[config.mk]
export PLATFORM = sky130hd
export DESIGN_NAME = usb_tx_encoder
export DESIGN_NICKNAME = d
export VERILOG_FILES = /design/src/rtl/usb_tx_pkg.sv /design/src/rtl/usb_tx_encoder_timer.sv /design/src/rtl/usb_tx_encoder.sv
export SDC_FILE = /design/constraint.sdc
export NUM_CORES = 1
export LEC_CHECK = 0
export ABC_CLOCK_PERIOD_IN_PS = 6200
export BUFFER_PORTS_ARGS = -buffer_cell sky130_fd_sc_hd__buf_2
export CAP_MARGIN = 10
export CELL_PAD_IN_SITES_DETAIL_PLACEMENT = 0
export CELL_PAD_IN_SITES_GLOBAL_PLACEMENT = 2
export CORE_ASPECT_RATIO = 0.75
export CORE_UTILIZATION = 35
export CTS_BUF_LIST = sky130_fd_sc_hd__clkbuf_4 sky130_fd_sc_hd__clkbuf_8 sky130_fd_sc_hd__clkbuf_16
export DETAILED_ROUTE_END_ITERATION = 8
export PLACE_DENSITY_LB_ADDON = 0.05
export SKIP_LAST_GASP = 1
export SLEW_MARGIN = 5
export SYNTH_ARGS = -nofsm -noshare
export SYNTH_HDL_FRONTEND = slang
export SYNTH_SLANG_ARGS = --single-unit
export TNS_END_PERCENT = 10
[constraint.sdc]
create_clock -name clk -period 6.2 [get_ports clk]
set_input_delay 0.62 -clock clk [delete_from_list [all_inputs] [get_ports clk]]
set_output_delay 0.62 -clock clk [all_outputs]
set_load 0.02 [all_outputs]
[src/rtl/usb_tx_pkg.sv]
// Shared definitions for the USB full-speed transmit encoder.
//   - PID nibbles for the handshake/data packets the TX FSM emits
//   - packet_select encodings
//   - default SYNC byte
//   - line-state and encoder-state enums
//   - small NRZI / PID helpers
package usb_tx_pkg;

  localparam logic [3:0] PID_DATA0 = 4'b0011;
  localparam logic [3:0] PID_DATA1 = 4'b1011;
  localparam logic [3:0] PID_ACK   = 4'b0010;
  localparam logic [3:0] PID_NAK   = 4'b1010;

  typedef enum logic [1:0] {
    SEL_SYNC = 2'd0,
    SEL_PID  = 2'd1,
    SEL_DATA = 2'd2,
    SEL_ZERO = 2'd3
  } pkt_sel_e;

  localparam logic [7:0] SYNC_BYTE_DEFAULT = 8'h80;

  typedef enum logic [1:0] {
    LINE_J,
    LINE_K,
    LINE_SE0
  } line_e;

  typedef enum logic [2:0] {
    ST_IDLE,
    ST_SHIFT,
    ST_STUFF,
    ST_EOP_SE0,
    ST_EOP_J
  } enc_state_e;

  // NRZI: a 0 toggles J<->K, a 1 holds the current level.
  function automatic line_e nrzi_next(input line_e cur, input logic bit_val);
    if (bit_val) return cur;
    return (cur == LINE_J) ? LINE_K : LINE_J;
  endfunction

  // PID byte carries the check nibble (complement) in the upper half.
  function automatic logic [7:0] pid_byte(input logic [3:0] pid);
    return {~pid, pid};
  endfunction

endpackage

[src/rtl/usb_tx_encoder_timer.sv]
// tx_bit_timer: bit-time rollover counter.
//   clk, rst    : clock, synchronous active-high reset
//   enable      : counter advances only while high
//   clear       : synchronous clear back to 0
//   bit_strobe  : last clock of a bit time (count = CLKS_PER_BIT-1, enabled)
//   pre_strobe  : clock before that (count = CLKS_PER_BIT-2, enabled), used
//                 to line up registered pulses with the bit boundary
module tx_bit_timer #(
  parameter int CLKS_PER_BIT = 8
) (
  input  logic clk,
  input  logic rst,
  input  logic enable,
  input  logic clear,
  output logic bit_strobe,
  output logic pre_strobe
);

  localparam int CW = (CLKS_PER_BIT > 2) ? $clog2(CLKS_PER_BIT) : 1;
  localparam logic [CW-1:0] LAST = CW'(CLKS_PER_BIT - 1);
  localparam logic [CW-1:0] PRE  = CW'(CLKS_PER_BIT - 2);

  logic [CW-1:0] count;

  // NOTE: sequential state uses non-blocking assignments so every flop
  // samples pre-edge values regardless of block ordering.
  always_ff @(posedge clk) begin
    if (rst || clear) begin
      count <= '0;
    end else if (enable) begin
      count <= (count == LAST) ? '0 : count + 1'b1;
    end
  end

  assign bit_strobe = enable && (count == LAST);
  assign pre_strobe = enable && (count == PRE);

endmodule

[src/rtl/usb_tx_encoder.sv]
// usb_tx_encoder: bit-level USB full-speed transmit datapath.
// Serialises SYNC / PID / data bytes LSB-first with bit stuffing and NRZI,
// then sends EOP (2 bit times SE0 + 1 bit time J).
//   clk, rst        : clock, synchronous active-high reset
//   manual_load     : load byte chosen by packet_select (IDLE only)
//   initiate        : start serialising the loaded byte (IDLE only)
//   packet_select   : 0 SYNC, 1 PID, 2 tx_packet_data, 3 zero byte
//   tx_packet       : PID nibble
//   tx_packet_data  : show-ahead FIFO data byte
//   send_eop        : at the next byte end, send EOP instead of a new byte
//   enable_timer    : bit timer runs only while high (line freezes when low)
//   clear_timer     : abort, return to idle J
//   dplus_out/dminus_out : registered line drive
//   next_byte       : pulse in last clock of a byte's last bit (incl. stuff)
//   eop_done        : pulse in last clock of the EOP J bit
module usb_tx_encoder
  import usb_tx_pkg::*;
#(
  parameter int         CLKS_PER_BIT = 8,
  parameter logic [7:0] SYNC_BYTE    = SYNC_BYTE_DEFAULT
) (
  input  logic       clk,
  input  logic       rst,
  input  logic       manual_load,
  input  logic       initiate,
  input  logic [1:0] packet_select,
  input  logic [3:0] tx_packet,
  input  logic [7:0] tx_packet_data,
  input  logic       send_eop,
  input  logic       enable_timer,
  input  logic       clear_timer,
  output logic       dplus_out,
  output logic       dminus_out,
  output logic       next_byte,
  output logic       eop_done
);

  enc_state_e state_q, state_d;
  logic [7:0] shreg_q, shreg_d;
  logic [2:0] bit_idx_q, bit_idx_d;
  logic [2:0] ones_q, ones_d;
  logic       se0_cnt_q, se0_cnt_d;
  line_e      line_q, line_d;
  logic       next_byte_d, eop_done_d;

  logic       bit_strobe, pre_strobe;
  logic [7:0] sel_byte;
  logic       tx_bit, stuff_due, advance;

  tx_bit_timer #(.CLKS_PER_BIT(CLKS_PER_BIT)) u_timer (
    .clk        (clk),
    .rst        (rst),
    .enable     (enable_timer),
    .clear      (clear_timer || (state_q == ST_IDLE)),
    .bit_strobe (bit_strobe),
    .pre_strobe (pre_strobe)
  );

  always_comb begin
    unique case (pkt_sel_e'(packet_select))
      SEL_SYNC: sel_byte = SYNC_BYTE;
      SEL_PID:  sel_byte = pid_byte(tx_packet);
      SEL_DATA: sel_byte = tx_packet_data;
      default:  sel_byte = 8'h00;
    endcase
  end

  assign tx_bit    = shreg_q[0];
  // Sixth consecutive 1 is on the line now: a stuff bit must follow it.
  assign stuff_due = tx_bit && (ones_q == 3'd5);

  // NOTE: every signal driven here gets a default first, so no path through
  // the case statement can leave one unassigned and infer a latch.
  always_comb begin
    state_d     = state_q;
    shreg_d     = shreg_q;
    bit_idx_d   = bit_idx_q;
    ones_d      = ones_q;
    se0_cnt_d   = se0_cnt_q;
    line_d      = line_q;
    next_byte_d = 1'b0;
    eop_done_d  = 1'b0;
    advance     = 1'b0;

    unique case (state_q)
      ST_IDLE: begin
        line_d = LINE_J;
        if (initiate) begin
          state_d   = ST_SHIFT;
          bit_idx_d = 3'd0;
          ones_d    = 3'd0;
          line_d    = nrzi_next(LINE_J, shreg_q[0]);
        end else if (manual_load) begin
          shreg_d = sel_byte;
        end
      end

      ST_SHIFT: begin
        // Pulses are registered, so they are raised one clock ahead of the
        // boundary they mark.
        next_byte_d = pre_strobe && (bit_idx_q == 3'd7) && !stuff_due;
        if (bit_strobe) begin
          if (stuff_due) begin
            state_d = ST_STUFF;
            ones_d  = 3'd0;
            line_d  = nrzi_next(line_q, 1'b0);
          end else begin
            ones_d  = tx_bit ? ones_q + 3'd1 : 3'd0;
            advance = 1'b1;
          end
        end
      end

      ST_STUFF: begin
        next_byte_d = pre_strobe && (bit_idx_q == 3'd7);
        advance     = bit_strobe;
      end

      ST_EOP_SE0: begin
        if (bit_strobe) begin
          if (se0_cnt_q) begin
            state_d   = ST_EOP_J;
            se0_cnt_d = 1'b0;
            line_d    = LINE_J;
          end else begin
            se0_cnt_d = 1'b1;
          end
        end
      end

      ST_EOP_J: begin
        eop_done_d = pre_strobe;
        if (bit_strobe) state_d = ST_IDLE;
      end

      default: state_d = ST_IDLE;
    endcase

    // Move on to the next data bit, the next byte, or EOP. The new byte's
    // first bit goes out straight after the boundary, with no gap.
    if (advance) begin
      state_d = ST_SHIFT;
      if (bit_idx_q != 3'd7) begin
        shreg_d   = shreg_q >> 1;
        bit_idx_d = bit_idx_q + 3'd1;
        line_d    = nrzi_next(line_q, shreg_q[1]);
      end else if (send_eop) begin
        state_d   = ST_EOP_SE0;
        ones_d    = 3'd0;
        se0_cnt_d = 1'b0;
        line_d    = LINE_SE0;
      end else begin
        shreg_d   = sel_byte;
        bit_idx_d = 3'd0;
        line_d    = nrzi_next(line_q, sel_byte[0]);
      end
    end
  end

  always_ff @(posedge clk) begin
    // NOTE: the shift register is a single byte of datapath state, not a
    // memory array, so it is cleared with everything else on reset/abort.
    if (rst || clear_timer) begin
      state_q    <= ST_IDLE;
      shreg_q    <= 8'h00;
      bit_idx_q  <= 3'd0;
      ones_q     <= 3'd0;
      se0_cnt_q  <= 1'b0;
      line_q     <= LINE_J;
      dplus_out  <= 1'b1;
      dminus_out <= 1'b0;
      next_byte  <= 1'b0;
      eop_done   <= 1'b0;
    end else begin
      state_q    <= state_d;
      shreg_q    <= shreg_d;
      bit_idx_q  <= bit_idx_d;
      ones_q     <= ones_d;
      se0_cnt_q  <= se0_cnt_d;
      line_q     <= line_d;
      dplus_out  <= (line_d == LINE_J);
      dminus_out <= (line_d == LINE_K);
      next_byte  <= next_byte_d;
      eop_done   <= eop_done_d;
    end
  end

endmodule

==> summary.txt, run 1 <==
Status
  – Status: completed

Layout
  – Fill cells: 468
  – Design Area, Final: 1830 um^2
  – Layout cells sized above 1: 0.164
  – Nets: 249
  – Area Growth Syn to Fin: 11.2%
  – Area occupied by multi-input gates: 1020 um^2
  – ANT cells: 0
  – Register Area: 541 um^2

Global routing
  – Initial antenna violation count: 0
  – Number of global-route vias before repair: 1,266
  – Largest net degree at the start of global routing: 18
  – First-pass GRT wire length: 6.40 mm
  – Overflow after GRT: 0
  – Total track usage: 0.173

Clocking
  – Clock Tree Buf Depth: 2
  – Clock Latency Late Sink: 270 ps
  – Clock Root Buffer: clkbuf_8
  – CTS tree: yes
  – Reg clk slew, reported paths: 100 ps
  – CTS Sinks: 27
  – H-tree depth: 1
  – # resized after CTS: 0
  – Post-CTS Setup Inserts: 0
  – Cts-stage hold buffer count: 0
  – TritonCTS Buffers: 3

Min path
  – Hold path start: shreg_q[2]
  – Hold EP: shreg_q[1]
  – WHS Path Cells: 2
  – Worst Hold Class: flip-flop to flip-flop

Logic synthesis
  – Synth Area in Adders: 0.0531
  – Asr flop ratio synth: 0
  – Top cell type's share of synthesized area: 0.328
  – Mux contribution to synthesized area: 0.0212
  – Post-synthesis compound-gate area fraction: 0.277
  – Syn nets: 233
  – Syn avg cell area: 8.04 um^2
  – Largest family of logic cells by synthesized area: compound AO/OA/AOI/OAI gates
  – Synth cell count leaders: dfxtp_1 (27), nand2_1 (22), nor2_1 (20), a21oi_1 (15)
  – Syn Inst Count: 205
  – Synth cell types: 53
  – EDFF count, synth: 0
  – Biggest area consumer among synthesized cells: dfxtp_1
  – Xor and xnor area share after synthesis: 0.0106
  – Mapped Area: 1650 um^2
  – Most common cell in the synthesized netlist: dfxtp_1
  – Ys Warns: 0
  – Post-synthesis simple-gate area fraction: 0.257
  – Top FF cell, synth: dfxtp_1
  – Top cells by area, synth: dfxtp_1 (33%), ha_1 (5.3%), nand2_1 (5.0%)
  – Sequential area share after synthesis: 0.328
  – Synthesized flop and latch total: 27

Job
  – Max-capacitance violation count: 0

Setup path
  – Worst Setup Start Kind: flip-flop
  – Maximum fanout along the worst path: 8
  – Reg-to-Reg Start: ones_q[1]
  – Crit path from: ones_q[1]
  – Critical path endpoint category: flip-flop
  – Crit Path Class: flip-flop to flip-flop
  – R2r endpoint: shreg_q[7]
  – Worst EP arrival: 2430 ps
  – Worst EP required: 6380 ps
  – Reg2Reg Depth: 7
  – R2r setup slk: 3950 ps

Place
  – Placer congestion estimate: 0.795
  – Placed Area: 1780 um^2
  – DP HPWL: 3.30 mm
  – Input/output buffers: 24

STA
  – Final hold violation count: 0
  – Final Max Tran Viols: 0
  – Measured slew at the worst slew-check pin: 554 ps
  – RSZ-0062 raised after global routing: false
  – Final Setup Violations: 0
  – Max-Slew Margin vs Limit: 0.628
  – Clk_skew: 2.87 ps
  – Fmax: 0.444 GHz
  – Setup TNS: 0 ps
  – Tmin final: 2250 ps
  – Final period utilization: 0.363

Floorplanning
  – Chip width: 81.3 um
  – Ports: 25
  – Chip height: 61.4 um
  – Die ar.: 4990 um^2
  – Initial Util: 0.367
  – Cell Rows: 21
  – Core area: 4490 um^2

Route
  – Residual DRC: 0
  – Post-DR wirelength/cell: 14.9 um
  – Detail Route Antenna Nets: 0
  – Via count: 1,514
  – DR iter-0 viols: 97
  – Total wire length: 4.14 mm
  – Pre-Repair DR Iteration Count: 4
  – Via/cell ratio: 5.47

Power
  – Pwr Total: 332 uW
  – Static leakage: 0.000673 uW
  – VDD IR max: 0.0969 mV
  – Pwr dens: 181 nW/um^2
registers in the layout (all words and copies together), names as in the netlist:
register and count:
bit_idx_q 3, dminus_out 1, dplus_out 1, eop_done 1, line_q 2, next_byte 1, ones_q 3, se0_cnt_q 1
shreg_q 8, state_q 3, u_timer.count 3
routing by layer:
metal  part of all wire  vias to the layer above  global-route usage  routed length [um]
met5                  0                        -                   0                   0
met4             0.0099                        0              0.0408                  41
met3              0.039                        4              0.0370                 163
met2               0.40                       32               0.235                1660
met1               0.55                      695               0.272                2270
li1                   -                      783                   -                   -
cells by family (layout without fill, tap and decap cells):
group	Yosys count	after routing
fa+ha+maj	7	7
flops	27	27
buf+inv	21	36
simple gates	80	80
compound gates	65	65
mux	3	3
xor+xnor	2	2
cells in the final DEF, fill, tap and decap left out, types with 2 or more instances in the layout:
| cell type | n |
|---|---|
| a211oi_1 | 2 |
| a21boi_0 | 3 |
| a21oi_1 | 15 |
| a22oi_1 | 5 |
| a31oi_1 | 6 |
| and2_1 | 2 |
| and3_1 | 3 |
| buf_2 | 24 |
| clkbuf_8 | 3 |
| dfxtp_1 | 27 |
| ha_1 | 7 |
| inv_1 | 8 |
| mux2i_1 | 2 |
| nand2_1 | 22 |
| nand2b_1 | 2 |
| nand3_1 | 4 |
| nand3b_1 | 2 |
| nor2_1 | 20 |
| nor2b_1 | 4 |
| nor3_1 | 5 |
| nor4_1 | 2 |
| o211ai_1 | 8 |
| o21a_1 | 2 |
| o21ai_0 | 8 |
| o221ai_1 | 4 |
| or2_1 | 2 |
| xnor2_1 | 2 |
power by group:
part	internal, uW	switching [uW]	total [uW]
combinational	19.4	26.6	46.0
sequential	177	4.36	181
clock	47.1	58.1	105
total	243	89.1	332
how the worst max path moves through the flow:
stage / endpoint / slack, ps / cells after the start
2_1_floorplan: dminus_out / 4170 / 7
3_3_place_gp: dminus_out / 4040 / 6
3_5_place_dp: dminus_out / 4010 / 6
4_1_cts: shreg_q[7] / 3970 / 7
5_1_grt: shreg_q[7] / 3810 / 7
6_report: shreg_q[7] / 3950 / 7
critical path, stage by stage, from the launching register on:
cell	delay [ps]
dfxtp_1	370
inv_1	50
ha_1	210
and4b_1	260
nor4_2	540
or2_1	350
nor2_1	90
a2111oi_2	270
cell type report:
cell class                      count  share of cell area
Clock buffer                        3              0.0225
Clock inverter                      1             0.00478
Inverter                            8              0.0164
Multi-Input combinational cell    157               0.557
Sequential cell                    27               0.295
Tap cell                           57              0.0389
Timing Repair Buffer               24              0.0655
stage by stage:
stage / std cells / setup slack, ps / hold slack (ps) / utilization
after global routing: 277 / 3810 / 489 / 0.408
after floorplan: 205 / 4170 / 436 / -
after detailed placement: 273 / 4010 / 450 / 0.397
final: 277 / 3950 / 461 / 0.408
after CTS: 277 / 3970 / 466 / 0.408
after global placement: 273 / 4040 / 448 / 0.397
Power figures use the tool's default switching activity.
==> inputs of run 2 (changes only) <==
- ABC_CLOCK_PERIOD_IN_PS: 6200 -> 1940
- CORE_UTILIZATION: 35 -> 30
- clock period: 6.2 -> 1.94 ns (I/O delays scaled with it)
==> summary.txt, run 2 (synthesis gave the netlist of run 1 again) <==
Status
  – Status: completed

Route
  – Highest routed layer: met4
  – Post-DR wirelength/cell: 14.6 um
  – Met1 wire length: 2.58 mm
  – Residual DRC: 0
  – DR iter-0 viols: 102
  – Metal2 WL: 1.89 mm
  – Total wire length: 4.71 mm
  – Pre-Repair DR Iteration Count: 4
  – Via/cell ratio: 5.17
  – Via count: 1,669
  – Routed wl met3: 225 um
  – Detail Route Antenna Nets: 0

Clocking
  – Clock Latency Late Sink: 270 ps
  – TritonCTS Buffers: 3
  – Clock Tree Buf Depth: 2
  – H-tree depth: 1
  – CTS Sinks: 27
  – CTS tree: yes
  – Reg clk slew, reported paths: 100 ps
  – Clock Root Buffer: clkbuf_8
  – Cts-stage hold buffer count: 0

Layout
  – Layout cells sized above 1: 0.315
  – Core Util, Final: 0.426
  – Commonest non-fill, non-tap cell in the layout: buf_4
  – Nets: 280
  – Non-filler cells in the finished layout: 323
  – Max reg flops: 8
  – Register Area: 543 um^2
  – Area Growth Syn to Fin: 31.6%
  – Area occupied by multi-input gates: 1100 um^2
  – Fill cells: 533
  – Most flops, register: shreg_q
  – ANT cells: 0
  – Leading cell types in the layout, fill and taps excluded: buf_4 (30), dfxtp_1 (25), buf_2 (24)

Power
  – Combinational share of power: 0.176
  – VDD IR max: 0.197 mV
  – Static leakage: 0.000834 uW
  – Clock share of power: 0.296
  – Switch share: 0.266
  – Sw Pwr: 290 uW
  – Flop pwr share: 0.528
  – Cell Int Power: 799 uW
  – Pwr Total: 1090 uW
  – Pwr dens: 501 nW/um^2

STA
  – Clk_skew: 4.82 ps
  – Final Max Tran Viols: 0
  – Final period utilization: 0.977
  – Final hold violation count: 0
  – Max-Slew Margin vs Limit: 0.737
  – Measured slew at the worst slew-check pin: 395 ps
  – RSZ-0062 raised after global routing: true
  – Tmin final: 1900 ps
  – Setup WS post-layout: 44.8 ps
  – Fmax: 0.528 GHz
  – Final Setup Violations: 0

Floorplanning
  – Core area: 5090 um^2
  – Die ar.: 5800 um^2
  – Chip height: 66.2 um
  – Initial Util: 0.324
  – Cell Rows: 22
  – Ports: 25
  – Chip width: 87.6 um

Global routing
  – Largest net degree at the start of global routing: 16
  – First-pass GRT wire length: 7.54 mm
  – Number of global-route vias before repair: 1,512
  – Total track usage: 0.172
  – Overflow after GRT: 0
  – Initial antenna violation count: 0

Setup path
  – Crit Path Class: flip-flop to flip-flop
  – Maximum fanout along the worst path: 6
  – Reg2Reg Depth: 9
  – Worst Setup Start Kind: flip-flop
  – Critical path endpoint category: flip-flop
  – Worst EP required: 2100 ps
  – R2r setup slk: 40 ps
  – Worst EP arrival: 2050 ps

Place
  – Placer congestion estimate: 0.794
  – DP HPWL: 3.83 mm
  – Dpl ws: -55.1 ps
  – Placed Cells incl. Taps: 318
  – Input/output buffers: 24

Min path
  – WHS Path Cells: 3
  – Worst Hold Class: primary input to flip-flop

Job
  – Max-capacitance violation count: 0
-- run 2: cell count changes in the layout (fill, tap and decap cells not counted), sizes merged --
cell	previous run	this run
inv	9	8
clkinv	0	1
buf	24	55
-- run 2: worst paths after layout --
check | start | to
worst min-delay path | rst | state_q[1]
worst max register to register | ones_q[1] | shreg_q[3]
worst max-delay path | ones_q[1] | shreg_q[3]
worst min register to register | shreg_q[4] | shreg_q[3]
-- run 2: what timing repair did --
item                                    4_1_cts  5_1_grt
hold endpoints to repair                      0        0
gates resized for setup                       2       19
endpoints found under the setup margin        2       17
pin swaps                                     0        5
buffers inserted                              0        1
-- run 2: area by class of cell --
cell class              count  share of cell area
repair buffers             55               0.164
multi-input cells         157               0.509
clock inverters             1             0.00231
clock buffers               3              0.0190
flip-flops and latches     27               0.250
well taps                  72              0.0415
inverters                   8              0.0138
-- run 2: worst max-delay path, stage by stage, from the launching register on --
cell and delay [ps]:
dfxtp_1 340, inv_1 50, ha_1 180, and4b_2 240
buf_4 150, nor4_4 270, buf_4 200, o21ai_0 140
o211ai_1 130, a21oi_1 80
-- run 2: power groups by stage --
stage	Sequential, uW	Clock (uW)	Combinational (uW)
final	575	322	191
after global routing	576	361	208
after CTS	574	331	178
after detailed placement	587	0	177
after global placement	586	0	173
after floorplan	586	0	102
-- run 2: layer usage --
layer / global-route usage / vias to the layer above
li1: - / 847
met1: 0.258 / 784
met2: 0.251 / 36
met3: 0.0350 / 2
met4: 0.0348 / 0
met5: 0 / -
-- run 2: through the flow --
stage | setup TNS (ps) | hold slack, ps | instance area, um^2
floorplan | 0 | 376 | 1650
global placement | 0 | 442 | 2030
detailed placement | -55.1 | 448 | 2030
CTS | -10.9 | 237 | 2080
global route | -213 | 256 | 2170
finish | 0 | 245 | 2170
==> inputs of run 3 (changes only) <==
- ABC_CLOCK_PERIOD_IN_PS: 1940 -> not set
- CORE_ASPECT_RATIO: 0.75 -> 0.7
==> summary.txt, run 3 (synthesis gave the netlist of run 1 again) <==
Status
  – Status: completed

Route
  – Residual DRC: 0
  – Total wire length: 4.77 mm
  – DR iter-0 viols: 83
  – Pre-Repair DR Iteration Count: 4
  – Post-DR wirelength/cell: 15.1 um
  – Via count: 1,614
  – Via/cell ratio: 5.11
  – Detail Route Antenna Nets: 0

Layout
  – Most flops, register: shreg_q
  – Area Growth Syn to Fin: 26.7%
  – Layout cells sized above 1: 0.287
  – Max reg flops: 8
  – Nets: 273
  – ANT cells: 0
  – Leading cell types in the layout, fill and taps excluded: dfxtp_1 (24), buf_2 (24), buf_4 (24)
  – Design Area, Final: 2090 um^2

Power
  – Flop pwr share: 0.520
  – Pwr dens: 530 nW/um^2
  – Pwr Total: 1110 uW
  – VDD IR max: 0.256 mV
  – Static leakage: 0.000795 uW
  – Switch share: 0.279
  – Sw Pwr: 309 uW
  – Cell Int Power: 797 uW
  – Combinational share of power: 0.164
  – Clock share of power: 0.317

Setup path
  – Worst EP arrival: 2140 ps
  – R2r endpoint: state_q[1]
  – Worst Setup Start Kind: flip-flop
  – Reg-to-Reg Start: ones_q[1]
  – Worst EP required: 2170 ps
  – Maximum fanout along the worst path: 5
  – Crit Path Class: flip-flop to flip-flop
  – Critical path endpoint category: flip-flop
  – R2r setup slk: 30 ps
  – Reg2Reg Depth: 7

Clocking
  – H-tree depth: 1
  – Reg clk slew, reported paths: 110 ps
  – TritonCTS Buffers: 3
  – CTS Sinks: 27
  – Clock Tree Buf Depth: 2
  – Cts-stage hold buffer count: 0
  – CTS tree: yes
  – Clock Root Buffer: clkbuf_8
  – Clock Latency Late Sink: 290 ps

STA
  – Setup TNS: 0 ps
  – Final Max Tran Viols: 0
  – Fmax: 0.524 GHz
  – Final Setup Violations: 0
  – Measured slew at the worst slew-check pin: 446 ps
  – Tmin final: 1910 ps
  – Final hold violation count: 0
  – Final period utilization: 0.984
  – RSZ-0062 raised after global routing: true
  – Clk_skew: 9.85 ps
  – Max-Slew Margin vs Limit: 0.700
  – Hold slack: 226 ps

Global routing
  – Initial antenna violation count: 0
  – First-pass GRT wire length: 8.09 mm
  – Overflow after GRT: 0
  – Largest net degree at the start of global routing: 18
  – Total track usage: 0.179
  – Number of global-route vias before repair: 1,587

Place
  – Placed Area: 1980 um^2
  – DP HPWL: 3.79 mm
  – Placer congestion estimate: 0.846
  – Input/output buffers: 24

Floorplanning
  – Chip height: 64.0 um
  – Die ar.: 5800 um^2
  – Chip width: 90.6 um
  – Core area: 5260 um^2
  – Cell Rows: 22
  – Ports: 25
  – Initial Util: 0.314

Min path
  – Worst Hold Class: primary input to flip-flop
  – Hold EP: state_q[1]
  – WHS Path Cells: 3
  – Hold path start: rst

Job
  – Max-capacitance violation count: 0
## run 3: cell count changes in the layout (fill, tap and decap cells not counted), sizes merged
cell,delta
buf,-7
inv,+1
clkinv,-1
## run 3: routing by layer
metal	up-vias	wire length, um	GRT usage
met2	24	1940	0.269
met1	757	2600	0.261
met4	0	49	0.0423
met5	-	0	0
met3	5	183	0.0357
li1	828	-	-
## run 3: cell type report
| class | count | area (um^2) |
|---|---|---|
| clock inverter | 1 | 8.76 |
| sequential | 27 | 544 |
| inverter | 8 | 30.0 |
| clock buffer | 3 | 41.3 |
| multi-input combinational | 157 | 1070 |
| timing repair buffer | 48 | 300 |
| fill | 551 | 3170 |
| tap | 72 | 90.1 |
## run 3: timing repair
| action | 4_1_cts | 5_1_grt |
|---|---|---|
| endpoints found under the setup margin | 5 | 14 |
| setup buffers | 0 | 0 |
| resized for setup | 3 | 10 |
| pin swaps | 0 | 1 |
## run 3: stage by stage
stage / setup WS (ps) / utilization / instances
floorplan: 7.46 / - / 205
global placement: -45.2 / 0.377 / 312
detailed placement: -120 / 0.377 / 312
CTS: -7.67 / 0.390 / 316
global route: -76.5 / 0.397 / 316
finish: 31.2 / 0.397 / 316
## run 3: worst max path at each step
stage,from,end,slack (ps)
floorplan,u_timer.count[0],state_q[1],7
global placement,u_timer.count[1],state_q[1],-50
detailed placement,u_timer.count[1],state_q[1],-120
CTS,ones_q[1],shreg_q[4],-8
global route,ones_q[0],bit_idx_q[1],-80
finish,ones_q[1],state_q[1],30
## run 3: power groups by stage
| stage | registers [uW] | logic [uW] | clock network (uW) |
|---|---|---|---|
| 4_1_cts | 574 | 175 | 365 |
| 5_1_grt | 577 | 199 | 384 |
| 6_report | 575 | 181 | 351 |
| 2_1_floorplan | 586 | 102 | 0 |
| 3_5_place_dp | 587 | 174 | 0 |
| 3_3_place_gp | 587 | 169 | 0 |
## run 3: critical path: stages (launching register included)
cell,delay [ps]
dfxtp_2,360
inv_1,40
ha_1,190
and4b_1,200
or3_4,430
mux2_4,320
a311oi_2,180
o21a_1,140
